File: config.mk
export PLATFORM = sky130hd
export DESIGN_NAME = iob_axistream_out_pkt
export DESIGN_NICKNAME = d
export VERILOG_FILES = /design/src/rtl/iob_axistream_out_pkt.sv
export SDC_FILE = /design/constraint.sdc
export NUM_CORES = 1
export LEC_CHECK = 0
export ABC_CLOCK_PERIOD_IN_PS = 7000
export CORE_MARGIN = 8
export CORE_UTILIZATION = 65
export CTS_CLUSTER_SIZE = 20
export DETAILED_ROUTE_END_ITERATION = 16
export PLACE_DENSITY = 0.84
export SYNTH_ARGS = -nofsm -noshare
export SYNTH_HDL_FRONTEND = slang
export SYNTH_SLANG_ARGS = --single-unit
File: constraint.sdc
create_clock -name clk_i -period 7 [get_ports clk_i]
set_input_delay 0.7 -clock clk_i [delete_from_list [all_inputs] [get_ports clk_i]]
set_output_delay 0.7 -clock clk_i [all_outputs]
set_load 0.1 [all_outputs]
File: src/rtl/iob_axistream_out_pkt.sv
// iob_axistream_out_pkt: FIFO-buffered word-to-beat AXI-Stream packetiser with strobe skipping and auto TLAST
module iob_axistream_out_pkt #(
  parameter int DATA_W          = 32,
  parameter int TDATA_W         = 8,
  parameter int FIFO_DEPTH_LOG2 = 4,
  parameter int PKT_LEN_W       = 16
) (
  input  logic                        clk_i,
  input  logic                        cke_i,
  input  logic                        rst_i,
  input  logic                        enable_i,
  input  logic                        auto_last_en_i,
  input  logic [PKT_LEN_W-1:0]        pkt_len_i,
  input  logic [FIFO_DEPTH_LOG2:0]    threshold_i,
  input  logic                        w_valid_i,
  input  logic [DATA_W-1:0]           w_data_i,
  input  logic [DATA_W/TDATA_W-1:0]   w_strb_i,
  input  logic                        w_last_i,
  output logic                        w_ready_o,
  output logic [FIFO_DEPTH_LOG2:0]    fifo_level_o,
  output logic                        fifo_empty_o,
  output logic                        fifo_full_o,
  output logic                        fifo_threshold_o,
  output logic                        axis_tvalid_o,
  input  logic                        axis_tready_i,
  output logic [TDATA_W-1:0]          axis_tdata_o,
  output logic                        axis_tlast_o
);
  localparam int N     = DATA_W / TDATA_W;
  localparam int DEPTH = 1 << FIFO_DEPTH_LOG2;
  localparam int LW    = FIFO_DEPTH_LOG2 + 1;
  localparam int EW    = DATA_W + N + 1;

  typedef enum logic {IDLE, UNPACK} state_t;
  state_t state, state_n;

  logic [EW-1:0]              mem [DEPTH];
  logic [FIFO_DEPTH_LOG2-1:0] wptr, rptr;
  logic [LW-1:0]              level;
  logic [EW-1:0]              rd;
  logic                       push, pop, can_load, final_lane, auto_hit, lane_last, hold_last;
  logic [DATA_W-1:0]          word;
  logic [N-1:0]               rem, rem_n, lane_oh;
  logic [TDATA_W-1:0]         beat;
  logic [PKT_LEN_W-1:0]       cnt;

  assign fifo_level_o     = level;
  assign fifo_empty_o     = level == '0;
  assign fifo_full_o      = level == LW'(DEPTH);
  assign fifo_threshold_o = level <= threshold_i;
  assign w_ready_o        = ~fifo_full_o;
  assign push             = cke_i & w_valid_i & w_ready_o;
  assign rd               = mem[rptr];

  assign lane_oh    = rem & (~rem + N'(1));
  assign final_lane = (rem & (rem - N'(1))) == '0;
  assign can_load   = (state == UNPACK) & (~axis_tvalid_o | axis_tready_i) & enable_i;
  assign pop        = enable_i & ~fifo_empty_o & ((state == IDLE) | (can_load & final_lane));
  assign auto_hit   = auto_last_en_i & (pkt_len_i != '0) & (cnt == pkt_len_i - PKT_LEN_W'(1));
  assign lane_last  = (hold_last & final_lane) | auto_hit;

  always_comb begin
    beat = '0;
    for (int i = 0; i < N; i++) beat = lane_oh[i] ? word[i*TDATA_W +: TDATA_W] : beat;
  end

  always_comb begin
    state_n = state;
    rem_n   = rem;
    if (pop) begin
      state_n = |rd[DATA_W +: N] ? UNPACK : IDLE;
      rem_n   = rd[DATA_W +: N];
    end else if (can_load) begin
      state_n = final_lane ? IDLE : UNPACK;
      rem_n   = rem & (rem - N'(1));
    end
  end

  always_ff @(posedge clk_i)
    if (push & ~rst_i) mem[wptr] <= {w_last_i, w_strb_i, w_data_i};

  always_ff @(posedge clk_i) begin
    if (rst_i) begin
      state         <= IDLE;
      rem           <= '0;
      word          <= '0;
      hold_last     <= 1'b0;
      wptr          <= '0;
      rptr          <= '0;
      level         <= '0;
      cnt           <= '0;
      axis_tvalid_o <= 1'b0;
      axis_tdata_o  <= '0;
      axis_tlast_o  <= 1'b0;
    end else if (cke_i) begin
      state <= state_n;
      rem   <= rem_n;
      level <= level + LW'(push) - LW'(pop);
      if (push) wptr <= wptr + FIFO_DEPTH_LOG2'(1);
      if (pop) begin
        rptr      <= rptr + FIFO_DEPTH_LOG2'(1);
        word      <= rd[DATA_W-1:0];
        hold_last <= rd[EW-1];
      end
      if (can_load) begin
        axis_tvalid_o <= 1'b1;
        axis_tdata_o  <= beat;
        axis_tlast_o  <= lane_last;
        cnt           <= lane_last ? '0 : cnt + PKT_LEN_W'(1);
      end else if (axis_tready_i) begin
        axis_tvalid_o <= 1'b0;
      end
    end
  end
endmodule

# == After elaboration in Yosys (flattened, before gate mapping) ==
# Memories as Yosys holds them, arrays and structs flattened. A register that Yosys moved wholly into a read port is not among the register bits.
# Index checks and enable logic that the tools add are counted.
# totals
register_bits,77
ramBits,592
inputBits,65
mem_count,1
# mem_list
memory,depth,word_bits,read_ports,rd_ports_with_merged_regs,write_ports,line_no,source
mem,16,37,1,1,1,37,logic [EW-1:0] mem [DEPTH];
# classes
addsub,8
n_lt_le_gt_ge,1
eq_ne,2
muxes,17
n_bitwise,22
n_reduce_logical,11
# op_table
cell,count
$mux 8,4
$add 16x1->16 const B,1
$eq 16x16->1,1
$mux 16,1
$mux 4,4
$reduce_bool 16->1,1
$sub 16x1->16 const B,1
$add 4x1->4 const B,3
$and 1x1->1,11
$reduce_and 2->1,5
$and 4x4->4,2
$mux 1,8
$add 5x1->5,1
$eq 5x5->1 const B,1
$le 5x5->1,1
$logic_not 5->1,1
$not 1->1,5
$sub 5x1->5,1
$logic_not 4->1,1
$not 4->4,1
$reduce_bool 2->1,2
$reduce_or 4->1,1
$sub 4x1->4 const B,1
$or 1x1->1,3

# == Depth between registers and ports, before layout ==
# depth
word_depth,10
depth_mapped,17
mapped_depth_nobuf,16

# == Least setup slack after synthesis ==
# Ideal clock, no wire load.
# synth_timing
path_type,register to register
from,register level[3] (netlist: fifo_level_o[3])
to,register level[4] (netlist: fifo_level_o[4])
t_arrival_ns,6.323
required_time_ns,6.933
slack_ns,0.610
stages_incl_launch_ff,17
path_buffers,0
path_cell_list,dfxtp_1 > inv_1 > ha_1 > nor4b_1 > nand2b_1 > a21oi_1 > ha_1 > inv_1 > ha_1 > fa_1 > a21oi_1 > nor2_1 > nor2_1 > xnor2_1 > nand2_1 > xor2_1 > nor2_1
# synth_via
elab_chain_cells,5
word_cells_on_any_way,9
# synth_lines
element,line_no,source
from (decl),39,logic [LW-1:0] level;
from (signal assigned),98,level <= level + LW'(push) - LW'(pop);
$logic_not 5->1,48,assign fifo_empty_o = level == '0;
net fifo_empty_o,21,"output logic fifo_empty_o,"
$not 1->1,58,assign pop = enable_i & ~fifo_empty_o & ((state == IDLE) | (can_load & final_lane));
$and 1x1->1 (2 in a row),58,
$sub 5x1->5,98,
# The timed path passes the listed nets, and every way through them passes these cells.
# A chain may end at the register's enable or synchronous reset.

# == Worst setup path in the final report ==
# layout_timing
from,input threshold_i[1]
to,output fifo_threshold_o
# layout_via
elab_chain_cells,1
# layout_lines
element,line_no,source
from (decl),14,"input logic [FIFO_DEPTH_LOG2:0] threshold_i,"
$le 5x5->1,50,assign fifo_threshold_o = level <= threshold_i;
to (decl),23,"output logic fifo_threshold_o,"
# No other way between the ends.

==> summary.txt <==
STA
  – Final slew viol count: 0
  – Fin. Hold Viols: 0
  – RSZ-0062 raised after global routing: no
  – Minimum clock period: roughly 4 ns
  – Hold_ws: 0.461 ns
  – Worst rel slew slack: 0.285
  – Final worst setup slack: 2.93 ns
  – Final Cycle Share: 0.582
  – Worst Tran Pin Value: 1.07 ns
  – Clock Skew: 0.0196 ns
  – FMAX: 246 MHz
  – Setup TNS Final: 0 ns
  – Final Setup Violations: 0

Yosys
  – Post-synth EDFFs: roughly 590
  – Cell area after synthesis: 26400 sq um
  – Sequential share of the synthesized area: 0.735
  – Mapped Cells: 1380
  – Yosys reg bits: 673
  – Synth async-reset ratio: 0
  – YS warnings: 0
  – Distinct cells, synth: 55
  – Top post-synthesis cells by area: edfxtp_1, mux4_2, dfxtp_1
  – Area share of the largest cell type after synthesis: 0.673
  – Top_reg_cell synth: edfxtp_1
  – Syn Area/Cell: 19.1 sq um
  – Area leader, netlist: edfxtp_1
  – Syn nets: 1465

Min path
  – Hold Crit Class: flip-flop to flip-flop

Global route
  – Initial antenna violation count: 1
  – GR Util All Layers: 0.270
  – Vias in the first global route: 14600
  – Gr ovfl total: 0
  – Pin count of the biggest net entering global routing: 68
  – First-pass GRT wire length: 93500 um

Floorplanning
  – Initial Utilization: 0.652
  – Num rows: 74
  – Die Height: 218 um
  – Die Area: 47300 sq um
  – Die width: 218 um
  – Core area: 40500 sq um
  – I/O pins: 84

Route
  – DRT iter0 DRCs: 1676
  – DRC Markers: 0
  – DR WL met2: approximately 32000 um
  – Post-route ant nets: 0
  – M1 WL: 22800 um
  – Final wirelength: 63100 um
  – Vias per Instance: 6.82
  – Metal3 WL: 6180 um
  – WL/cell: 30.6 um
  – Vias: 14100
  – Top sig layer: met5
  – First-pass DRT Iterations: 5

Place
  – GPL Wtd Cong: 0.887
  – Placed inst area: 27900 sq um
  – DP Wirelength: 31400 um
  – Pre-CTS setup slack: 2.89 ns
  – PortBufs: 83

Power and ir drop
  – Pwr/cell area: 304 nW/um^2
  – Clock share of power: 0.372
  – Reg power frac: 0.499
  – Net Sw Frac: 0.245
  – Logic gate share of total power: 0.128
  – Switching power: roughly 0.0022 W
  – Leak: 9.23 nW
  – Internal: just under 0.007 W
  – Maximum vdd drop: 0.209 mV

Worst setup path
  – CP required: ~6.3 ns
  – Worst-path cell with the longest stage delay: clkdlybuf4s50_1
  – CP max FO: 2
  – CP arrival: 3.37 ns
  – CP endpoint kind: output pin
  – Critical path class: input pin to output pin
  – Worst Setup Start Kind: input pin
  – CP max stage delay: about 1.2 ns
  – CP Cell Sequence: clkdlybuf4s50_1, inv_1, ha_1, nor2b_1, o21ai_0, nand2b_1, a21oi_1, nor2b_1, o22ai_1, clkdlybuf4s50_1

Clock network
  – Htree depth: 3
  – Max Root-Sink Buffers: 3
  – Worst-skew pair later-pin latency: 0.59 ns
  – Clk sink count: 673
  – TritonCTS clock tree: yes
  – Cts repair resizes: 0
  – Total CTS buffers: 66
  – Setup bufs post-CTS: 0
  – Root buffer cell: clkbuf_16
  – Hold buffer count at CTS: 0
  – Clk pin slew, worst setup/hold paths: 0.06 ns

Final layout
  – Fin area: 30000 sq um
  – Most frequent cells in the layout: edfxtp_1, mux4_2, nand2_1, clkdlybuf4s50_1, dfxtp_1
  – Post-layout nets: 1564
  – Most common cell after layout, fill and taps aside: edfxtp_1
  – Layout cells sized above 1: 0.211
  – Layout overhead on the synthesized area: 13.6%

Run
  – # Max-Cap Violations: 0

Outcome
  – Outcome: finished clean
cell families (layout without fill, tap and decap cells):
group                      Yosys count  after routing  share of synthesized area
buffers and inverters               95            244                     0.0136
other                                0              1                          0
adders and majority gates           21             21                     0.0101
AOI/OAI and AO/OA                  111            111                     0.0267
and+or+nand+nor                    248            248                     0.0428
muxes                              192            192                      0.159
xor gates and xnor gates            40             40                     0.0133
DFF                                673            673                      0.735
layer usage:
layer,GRT usage,up-vias
met5,0,-
met3,0.0537,191
li1,-,5756
met2,0.445,917
met4,0.113,2
met1,0.353,7192
Yosys cell counts (2+ instances only):
cell type and n:
edfxtp_1 592, a22oi_1 8, a31oi_1 4, o21ai_1 2
buf_2 2, o21ai_0 7, and2_1 2, nor3b_1 3
buf_1 27, clkbuf_1 47, or3_1 4, a21o_1 2
a311oi_1 3, xnor2_1 18, mux2_2 2, o211ai_1 3
nor4_1 5, ha_1 19, xor2_1 22, nor3_1 10
mux2i_1 8, a21oi_1 50, nand3b_1 3, nor2_1 78
nand2b_1 7, dfxtp_1 81, o21a_1 2, nand2_1 95
mux4_2 181, a221oi_1 8, or4_1 2, inv_1 19
and3_1 2, nand4_1 10, nor2b_1 7, a211oi_1 14
nor4b_1 2, nand3_1 12
worst paths after layout:
kind | end | cells after the start | start | slack [ns]
min reg2reg | hold_last | 2 | hold_last | 0.46
min | hold_last | 2 | hold_last | 0.46
max reg2reg | fifo_level_o[4] | 15 | rem[0] | 3.24
max | fifo_threshold_o | 10 | threshold_i[1] | 2.93
critical path: cells and delay by family:
kind / cells / cell delay (ns)
AO/OA/AOI/OAI: 3 / 0.45
adder cells (fa/ha/maj): 1 / 0.29
buffers and inverters: 3 / 1.64
AND/OR/NAND/NOR: 3 / 0.28
area by class of cell:
class / count / area (sq um)
multi-input cells: 612 / 6760
diodes: 1 / 2.50
flip-flops and latches: 673 / 19400
well taps: 532 / 666
inverters: 19 / 71.3
repair buffers: 107 / 1020
clock inverters: 29 / 170
clock buffers: 89 / 1870
fillers: 2136 / 10500
power groups by stage:
| stage | Sequential, W | Combinational, W | Clock [W] |
|---|---|---|---|
| after floorplan | 0.00464 | 0.000805 | 0 |
| after global placement | 0.00462 | 0.00112 | 0 |
| after detailed placement | 0.00462 | 0.00115 | 0 |
| after CTS | 0.00455 | 0.00117 | 0.00342 |
| after global routing | 0.00456 | 0.00124 | 0.00356 |
| final | 0.00454 | 0.00117 | 0.00339 |
through the flow:
step | total power (W) | instances | util
after global routing | 0.00936 | 2061 | 0.741
after detailed placement | 0.00577 | 1943 | 0.690
after global placement | 0.00574 | 1943 | 0.690
after CTS | 0.00913 | 2061 | 0.741
final | 0.00910 | 2062 | 0.741
after floorplan | 0.00545 | 1380 | -
flip-flops by register name (all words and copies together), names as in the netlist, named ones only:
signal	cells
axis_tdata_o	8
axis_tlast_o	1
axis_tvalid_o	1
cnt	16
fifo_level_o	5
hold_last	1
mem	592
rem	4
rptr	4
state	1
word	32
wptr	4
(Power assumes the default switching activity.)
